`config.mk`:
```
export PLATFORM = sky130hd
export DESIGN_NAME = mc_control_fsm
export DESIGN_NICKNAME = d
export VERILOG_FILES = /design/src/rtl/mc_pkg.sv /design/src/rtl/mc_ctrl_decoder.sv /design/src/rtl/mc_control_fsm.sv
export SDC_FILE = /design/constraint.sdc
export NUM_CORES = 1
export LEC_CHECK = 0
export CAP_MARGIN = 20
export CORE_MARGIN = 4
export CORE_UTILIZATION = 33
export CTS_BUF_LIST = sky130_fd_sc_hd__clkbuf_8
export CTS_CLUSTER_DIAMETER = 200
export DETAILED_ROUTE_END_ITERATION = 6
export MAX_ROUTING_LAYER = met4
export PLACE_DENSITY = 0.76
export REMOVE_ABC_BUFFERS = 1
export SYNTH_ARGS = -nofsm -noshare
export SYNTH_HDL_FRONTEND = slang
export SYNTH_SLANG_ARGS = --single-unit
export TNS_END_PERCENT = 1
```
`constraint.sdc`:
```
create_clock -name clk -period 1.3 [get_ports clk]
set_input_delay 0.195 -clock clk [delete_from_list [all_inputs] [get_ports clk]]
set_output_delay 0.195 -clock clk [all_outputs]
set_load 0.03 [all_outputs]
```
`src/rtl/mc_pkg.sv`:
```
// Shared constants and control bundle for the multicycle control FSM.
// MC_ITYPE_EN adds the EXECI state and the I-type ALU opcode.
package mc_pkg;

  localparam logic [3:0] ST_FETCH    = 4'd0;
  localparam logic [3:0] ST_DECODE   = 4'd1;
  localparam logic [3:0] ST_MEMADR   = 4'd2;
  localparam logic [3:0] ST_MEMREAD  = 4'd3;
  localparam logic [3:0] ST_MEMWB    = 4'd4;
  localparam logic [3:0] ST_MEMWRITE = 4'd5;
  localparam logic [3:0] ST_EXECR    = 4'd6;
  localparam logic [3:0] ST_ALUWB    = 4'd7;
  localparam logic [3:0] ST_BEQ      = 4'd8;
`ifdef MC_ITYPE_EN
  localparam logic [3:0] ST_EXECI    = 4'd9;
  localparam logic [6:0] OPC_ITYPE   = 7'b0010011;
`endif

  localparam logic [6:0] OPC_LW    = 7'b0000011;
  localparam logic [6:0] OPC_SW    = 7'b0100011;
  localparam logic [6:0] OPC_RTYPE = 7'b0110011;
  localparam logic [6:0] OPC_BEQ   = 7'b1100011;

  localparam logic [1:0] ALUOP_ADD   = 2'b00;
  localparam logic [1:0] ALUOP_SUB   = 2'b01;
  localparam logic [1:0] ALUOP_FUNCT = 2'b10;

  localparam logic [1:0] SRCA_PC    = 2'b00;
  localparam logic [1:0] SRCA_OLDPC = 2'b01;
  localparam logic [1:0] SRCA_RS1   = 2'b10;

  localparam logic [1:0] SRCB_RS2  = 2'b00;
  localparam logic [1:0] SRCB_IMM  = 2'b01;
  localparam logic [1:0] SRCB_FOUR = 2'b10;

  localparam logic [1:0] RES_ALUOUT = 2'b00;
  localparam logic [1:0] RES_RDATA  = 2'b01;
  localparam logic [1:0] RES_ALU    = 2'b10;

  typedef struct packed {
    logic       pc_write;
    logic       ir_write;
    logic       adr_src;
    logic       mem_read;
    logic       mem_write;
    logic       reg_write;
    logic [1:0] alu_src_a;
    logic [1:0] alu_src_b;
    logic [1:0] result_src;
    logic [1:0] alu_op;
    logic [3:0] alu_func;
  } ctrl_t;

endpackage

```
`src/rtl/mc_ctrl_decoder.sv`:
```
// Moore output decode: state (plus funct, zero, mem_ready) to strobes.
// MC_ITYPE_EN adds EXECI decode.
module mc_ctrl_decoder
  import mc_pkg::*;
(
  input  logic       active,
  input  logic [3:0] state,
  input  logic [2:0] funct3,
  input  logic       funct7_5,
  input  logic       zero,
  input  logic       mem_ready,
  output ctrl_t      ctrl
);

  always_comb begin
    ctrl = '0;
    if (active) begin
      unique case (1'b1)
        (state == ST_FETCH): begin
          ctrl.mem_read   = 1'b1;
          ctrl.alu_src_a  = SRCA_PC;
          ctrl.alu_src_b  = SRCB_FOUR;
          ctrl.alu_op     = ALUOP_ADD;
          ctrl.result_src = RES_ALU;
          ctrl.ir_write   = mem_ready;
          ctrl.pc_write   = mem_ready;
        end
        (state == ST_DECODE): begin
          ctrl.alu_src_a = SRCA_OLDPC;
          ctrl.alu_src_b = SRCB_IMM;
          ctrl.alu_op    = ALUOP_ADD;
        end
        (state == ST_MEMADR): begin
          ctrl.alu_src_a = SRCA_RS1;
          ctrl.alu_src_b = SRCB_IMM;
          ctrl.alu_op    = ALUOP_ADD;
        end
        (state == ST_MEMREAD): begin
          ctrl.mem_read   = 1'b1;
          ctrl.adr_src    = 1'b1;
          ctrl.result_src = RES_ALUOUT;
        end
        (state == ST_MEMWB): begin
          ctrl.result_src = RES_RDATA;
          ctrl.reg_write  = 1'b1;
        end
        (state == ST_MEMWRITE): begin
          ctrl.mem_write = 1'b1;
          ctrl.adr_src   = 1'b1;
        end
        (state == ST_EXECR): begin
          ctrl.alu_src_a = SRCA_RS1;
          ctrl.alu_src_b = SRCB_RS2;
          ctrl.alu_op    = ALUOP_FUNCT;
          ctrl.alu_func  = {funct7_5, funct3};
        end
`ifdef MC_ITYPE_EN
        // funct7_5 is immediate bits for I-type, so it is masked
        (state == ST_EXECI): begin
          ctrl.alu_src_a = SRCA_RS1;
          ctrl.alu_src_b = SRCB_IMM;
          ctrl.alu_op    = ALUOP_FUNCT;
          ctrl.alu_func  = {1'b0, funct3};
        end
`endif
        (state == ST_ALUWB): begin
          ctrl.result_src = RES_ALUOUT;
          ctrl.reg_write  = 1'b1;
        end
        (state == ST_BEQ): begin
          ctrl.alu_src_a  = SRCA_RS1;
          ctrl.alu_src_b  = SRCB_RS2;
          ctrl.alu_op     = ALUOP_SUB;
          ctrl.result_src = RES_ALUOUT;
          ctrl.pc_write   = zero;
        end
        default: ctrl = '0;
      endcase
    end
  end

endmodule

```
`src/rtl/mc_control_fsm.sv`:
```
// Multicycle RISC-V control FSM: state register and next-state logic.
// MC_ITYPE_EN enables the I-type ALU path through EXECI.
module mc_control_fsm
  import mc_pkg::*;
#(
  parameter int IR_WIDTH = 32
) (
  input  logic       clk,
  input  logic       rst,
  input  logic [6:0] opcode,
  input  logic [2:0] funct3,
  input  logic       funct7_5,
  input  logic       zero,
  input  logic       mem_ready,
  output logic       pc_write,
  output logic       ir_write,
  output logic       adr_src,
  output logic       mem_read,
  output logic       mem_write,
  output logic       reg_write,
  output logic       illegal,
  output logic [1:0] alu_src_a,
  output logic [1:0] alu_src_b,
  output logic [1:0] result_src,
  output logic [1:0] alu_op,
  output logic [3:0] alu_func,
  output logic [3:0] state_o
);

  // an IR too narrow to carry instr[30] cannot feed a legal decode
  localparam logic IR_OK = (IR_WIDTH >= 31);

  logic [3:0] state;
  logic [3:0] state_nxt;
  logic       bad_op;
  logic       illegal_q;
  ctrl_t      ctrl;

  always_comb begin
    state_nxt = state;
    bad_op    = 1'b0;
    unique case (1'b1)
      (state == ST_FETCH):
        if (mem_ready) state_nxt = ST_DECODE;
      (state == ST_DECODE): begin
        state_nxt = ST_FETCH;
        unique case (1'b1)
          (IR_OK && opcode == OPC_LW):    state_nxt = ST_MEMADR;
          (IR_OK && opcode == OPC_SW):    state_nxt = ST_MEMADR;
          (IR_OK && opcode == OPC_RTYPE): state_nxt = ST_EXECR;
          (IR_OK && opcode == OPC_BEQ):   state_nxt = ST_BEQ;
`ifdef MC_ITYPE_EN
          (IR_OK && opcode == OPC_ITYPE): state_nxt = ST_EXECI;
`endif
          default:                        bad_op = 1'b1;
        endcase
      end
      (state == ST_MEMADR):
        state_nxt = (opcode == OPC_LW) ? ST_MEMREAD : ST_MEMWRITE;
      (state == ST_MEMREAD):
        if (mem_ready) state_nxt = ST_MEMWB;
      (state == ST_MEMWRITE):
        if (mem_ready) state_nxt = ST_FETCH;
      (state == ST_EXECR):    state_nxt = ST_ALUWB;
`ifdef MC_ITYPE_EN
      (state == ST_EXECI):    state_nxt = ST_ALUWB;
`endif
      (state == ST_MEMWB):    state_nxt = ST_FETCH;
      (state == ST_ALUWB):    state_nxt = ST_FETCH;
      (state == ST_BEQ):      state_nxt = ST_FETCH;
      default:                state_nxt = ST_FETCH;
    endcase
  end

  always_ff @(posedge clk) begin
    if (rst) begin
      state     <= ST_FETCH;
      illegal_q <= 1'b0;
    end else begin
      state <= state_nxt;
      if (bad_op) illegal_q <= 1'b1;
    end
  end

  mc_ctrl_decoder u_dec (
    .active    (!rst),
    .state     (state),
    .funct3    (funct3),
    .funct7_5  (funct7_5),
    .zero      (zero),
    .mem_ready (mem_ready),
    .ctrl      (ctrl)
  );

  assign pc_write   = ctrl.pc_write;
  assign ir_write   = ctrl.ir_write;
  assign adr_src    = ctrl.adr_src;
  assign mem_read   = ctrl.mem_read;
  assign mem_write  = ctrl.mem_write;
  assign reg_write  = ctrl.reg_write;
  assign alu_src_a  = ctrl.alu_src_a;
  assign alu_src_b  = ctrl.alu_src_b;
  assign result_src = ctrl.result_src;
  assign alu_op     = ctrl.alu_op;
  assign alu_func   = ctrl.alu_func;
  assign illegal    = illegal_q & ~rst;
  assign state_o    = state;

endmodule

```
==> results of run 1 <==
==> flip-flops by register name (all words and copies together) (netlist names) <==
signal	cells
state_o	4
illegal_q	1
==> cells in the mapped netlist <==
cell type	count
nor3_1	3
nor4_1	1
buf_6	2
a21boi_0	1
or2_1	2
clkbuf_1	1
or3_4	1
nand3b_1	3
nor3_4	1
a32o_1	1
inv_1	2
buf_2	3
dfxtp_1	5
nand4bb_4	1
nor2_2	2
o311a_1	2
nor2_1	9
a21oi_1	6
mux2i_1	1
nand2_1	4
mux2_2	1
or3b_1	1
o21a_1	1
nor4b_1	1
a21o_1	1
o211ai_1	1
o21bai_1	1
nor2b_1	3
nand2b_1	4
or4_1	1
nor4_2	1
o22ai_1	1
or4bb_1	2
and2_1	5
==> power groups by stage <==
stage	logic (mW)	registers [mW]	clock network (mW)
after floorplan	0.0822	0.172	0
after CTS	0.217	0.160	0.291
after global placement	0.208	0.166	0
after detailed placement	0.212	0.166	0
final	0.220	0.159	0.280
after global routing	0.237	0.159	0.304
==> metal layers <==
| layer | vias to the layer above | GRT usage, % | wire length, um |
|---|---|---|---|
| li1 | 384 | - | - |
| met1 | 334 | 19.2 | 815 |
| met2 | 42 | 27.6 | 898 |
| met3 | 2 | 4.22 | 202 |
| met4 | 0 | 6.91 | 16 |
| met5 | - | - | 0 |
==> logic make-up (layout without fill, tap and decap cells) <==
family / Yosys count / in the layout / share of synthesized area (%)
and+or+nand+nor: 45 / 45 / 52.9
AOI/OAI and AO/OA: 15 / 15 / 17.9
buffers and inverters: 8 / 65 / 8.39
muxes: 2 / 2 / 3.66
DFF: 5 / 5 / 17.2
==> worst max-delay path: cells and delay by family (launching register included) <==
kind | cells | cell delay (ns)
simple gates | 3 | 0.73
buf+inv | 1 | 0.13
flops | 1 | 0.35
==> through the flow <==
step / setup slack, ns / setup TNS (ns) / cell area [sq um] / std cells / util [%]
global placement: -0.404 / -6.42 / 1030 / 143 / 65.4
global route: -0.383 / -5.83 / 1160 / 148 / 73.7
CTS: -0.335 / -4.75 / 1130 / 148 / 72.0
floorplan: -0.717 / -9.78 / 541 / 69 / -
finish: -0.325 / -4.59 / 1160 / 148 / 73.7
detailed placement: -0.456 / -7.05 / 1030 / 143 / 65.4
==> path summary, 6_finish.rpt <==
kind         startpoint          to  slack, ns  cells after the start
max          state_o[2]    ir_write      -0.32                      4
min           illegal_q   illegal_q       0.59                      2
max reg2reg  state_o[2]  state_o[2]      -0.18                      4
min reg2reg   illegal_q   illegal_q       0.59                      2
==> final cells by class <==
cell class,instances,area (sq um),share of cell area (%)
clock buffer,3,41.3,3.55
clock inverter,1,3.75,0.323
inverter,2,7.51,0.646
multi-input combinational,62,470,40.5
sequential,5,113,9.69
tap,16,20.0,1.72
timing repair buffer,59,507,43.6
==> repair_timing <==
item                       CTS  global route
gates resized for setup     19             6
setup endpoints to repair   22            21
pin swaps                    4             2
setup buffers                1             0
==> run metrics, run 1 <==
status complete, but fails checks; failing checks negative setup slack; PD cells 567 nW/um^2; Area contributors post-synth dfxtp_1, nor2_1, and2_1, a21oi_1, nand4bb_4; Filler Cell Count 120; clock latency on the worst-skew pair 0.22 ns; net switching power 0.182 mW; worst slew pin tran 0.230 ns; min-delay worst type reg -> reg; Ant. Diodes 0; Max rail drop VDD around 0.7 mV; CP endpoint kind output pin; Starting DRT DRC Count 11; critical path type reg -> out; Core Area between 1500 and 2000 sq um; Tot Pwr 0.659 mW; worst hold margin roughly 0.6 ns; Worst EP arrival 1.43 ns; Total GRT Usage between 10% and 20%; fmax 616 MHz; endpoints failing hold 0; area share of the leading cell type in the synthesized netlist 17.2%; CTS tree done; drc violations 0; Std-Cell Rows 14; antenna violations before repair 0; vias in the first global route 745; Buffers on Ports 37; Initial DRT Pass Iterations 4; vias after detailed routing 762; Tmin final 1.62 ns; Clock power frac a little over two fifths; Pleak 0.528 nW; GP Congestion 0.753; Num CTS Buffers 3; max-cap viol count 0; Post-Syn Instances 75; worst setup margin -0.325 ns; commonest non-fill, non-tap cell in the layout buf_4; Final setup viols 20; number of synthesized register bits 5; Crit-path slowest cell or3_4; pin count of the biggest net entering global routing 11; synthesized area per cell 7.76 sq um; Power Internal roughly 0.48 mW; Sink Count 5; share of power burned in registers about 24%; antenna-violating nets left 0; register area share after synthesis 17.2%; Clk pin slew, worst setup/hold paths 0.04 ns; Die X 50.0 um; final net count 148; first-pass GRT wire length 3200 um; H-tree levels 1; critical path peak fanout 6; Distinct cells, synth 34; Critical Path Start Type flip-flop; setup repair after global routing missed its margin true; share of layout cells above drive strength 1 50.0%; required time of the critical path ~1.1 ns; IO Pins 38; Die ar. 2500 sq um; combinational power share 33.4%; worst-path cell chain or3_4 -> nor3_4 -> and2_1 -> buf_6; Max-slew headroom 84.5%; wire per inst 13.1 um; Starting Density 36.9%; most frequent cells in the layout buf_4, clkdlybuf4s50_1, nor2_1; Root Driver clkbuf_8; Die Span Y 50.0 um; Fin Clk Skew approximately 0.0014 ns; GRT Residual Overflow 0; slowest stage delay, CP 0.45 ns; Final period util 125%; Post-CTS Hold Buffers 0; DRT Wirelength just under 2000 um; Net Sw Frac 27.7%; yosys warns 0; detailed placement HPWL 1520 um; area growth from synthesis to layout 99.8%; via-per-instance ratio between 5 and 6; Slew Limit Fails 0; cell accounting for the most synthesized area dfxtp_1; clk buf depth 2; Post-Synthesis Cell Area 582 sq um
No activity file was read; power rests on OpenSTA's default activity.
==> inputs of run 2 (changes only) <==
Settings changed: REMOVE_ABC_BUFFERS 1 to default.
==> run 2 against run 1 <==
Largest cell class unchanged. Sequential power barely moved. Register-to-register slack barely moved. Non-clock buffer count rose by 5. Routed wire length rose by 17%. Clock skew barely moved. Design area rose by 11%. Largest power group unchanged. Cell count rose by 3.4%. Critical path depth did not move. The run still ends with negative setup slack left.
==> run metrics, run 2 (synthesized netlist as in run 1, its figures left out) <==
Starting DRT DRC Count 3; Fin Clk Skew 0.00151 ns; DRT Wirelength roughly 2300 um; Die X around 50 um; combinational power share 35.9%; drc violations 0; endpoints failing hold 0; worst hold margin about 0.6 ns; GP Congestion 0.847; Max rail drop VDD 0.638 mV; detailed placement HPWL 1660 um; min-delay worst type reg -> reg; final net count 153; placed insts 147; Final period util 125%; Cell Count, Final, Fillers Out 153; Slew Limit Fails 0; Final Cell Area between 1000 and 1500 sq um; max-cap viol count 0; clock latency on the worst-skew pair 0.22 ns; wire per inst 14.8 um; failing checks negative setup slack; fmax just over 600 MHz; Tmin final 1.62 ns; required time of the critical path 1.11 ns; Clk pin slew, worst setup/hold paths 0.04 ns; area growth from synthesis to layout 121%; Die Span Y 50.0 um; Sink Count 5; worst slew pin tran 0.229 ns; GRT met3 Usage 2.71%; Die ar. 2500 sq um; IO Pins 38; Core Area 1580 sq um; Worst EP arrival 1.43 ns; vias after detailed routing 812; first-pass GRT wire length 3680 um; GR Util met1 22.4%; via-per-instance ratio 5.31; worst setup margin -0.321 ns; Clock power frac a little over 40%; pre-CTS setup slack -0.532 ns; busiest grt layer met2; status complete, but fails checks; most frequent cells in the layout buf_4, clkdlybuf4s50_1, buf_6; share of layout cells above drive strength 1 roughly 62%; CTS tree done; Tot Pwr 0.686 mW; grt met2 use 33.5%; pin count of the biggest net entering global routing 12; Max-slew headroom between 80% and 90%; Cell Area, Placed 1110 sq um; CP Depth 4; worst-path cell chain or3b_4 -> nor2_4 -> and2_4 -> buf_6; Std-Cell Rows 14; CP top delay family simple AND/OR/NAND/NOR gates; critical path peak fanout 5; antenna-violating nets left 0; Final setup viols 19; clk buf depth 2; Synthesized Nets 90; PD cells 534 nW/um^2; worst r2r path cells 5; share of power burned in registers ~23%; setup repair after global routing missed its margin true; Buffers on Ports 37; commonest non-fill, non-tap cell in the layout buf_4; Root Driver clkbuf_8; Net Sw Frac 28.5%; Hold Crit Depth 2; GRT Residual Overflow 0; antenna violations before repair 0; Num CTS Buffers 3; CP endpoint kind output pin; H-tree levels 1; Ant. Diodes 0; Starting Density 36.9%; Crit-path slowest cell or3b_4; net switching power 0.196 mW; slowest stage delay, CP 0.42 ns; critical path type reg -> out; Post-CTS Hold Buffers 0; Pleak 0.571 nW; CP bufs+invs 1; max reg flops 4; Total GRT Usage 19.5%; vias in the first global route 778; Power Internal between 0.4 and 0.5 mW; Critical Path Start Type flip-flop; Initial DRT Pass Iterations 4
## run 2: changes by cell type in the layout (fill, tap and decap cells not counted), sizes merged
cell / delta
buf: +5
## run 2: path summary, 6_finish.rpt
kind	startpoint	to	slack, ns
worst max register to register	state_o[2]	state_o[2]	-0.19
worst max-delay path	state_o[2]	alu_func[1]	-0.32
worst min-delay path	illegal_q	illegal_q	0.59
worst min register to register	illegal_q	illegal_q	0.59
## run 2: layer usage
layer | wire (um) | part of all wire (%)
met1 | 917 | 41
met2 | 1150 | 51
met3 | 159 | 7.0
met4 | 32 | 1.4
met5 | 0 | 0
## run 2: what timing repair did
action,in CTS,in global routing
setup buffers,2,0
setup endpoints to repair,23,21
pin swaps,11,2
resized for setup,29,6
## run 2: area by class of cell
type	count	area (sq um)
sequential	5	109
multi-input combinational	62	529
timing repair buffer	64	576
inverter	2	7.51
clock inverter	1	3.75
clock buffer	3	41.3
fill	102	290
tap	16	20.0
## run 2: worst reg2reg max path, stage by stage, from the launching register on
cell and delay (ns):
dfxtp_4 0.35, buf_4 0.14, buf_6 0.13, or4bb_1 0.50, a21oi_2 0.15, o311a_1 0.16
## run 2: power by group through the flow
| stage | registers, mW | logic (mW) | clock network (mW) |
|---|---|---|---|
| floorplan | 0.165 | 0.0984 | 0 |
| detailed placement | 0.161 | 0.228 | 0 |
| CTS | 0.157 | 0.240 | 0.292 |
| finish | 0.157 | 0.246 | 0.283 |
| global route | 0.157 | 0.260 | 0.309 |
| global placement | 0.161 | 0.225 | 0 |
## run 2: metrics by stage
stage,setup TNS (ns),utilization (%)
final,-4.98,81.6
after floorplan,-6.31,-
after global placement,-8.64,70.5
after detailed placement,-9.42,70.5
after global routing,-5.92,81.6
after CTS,-4.91,80.2
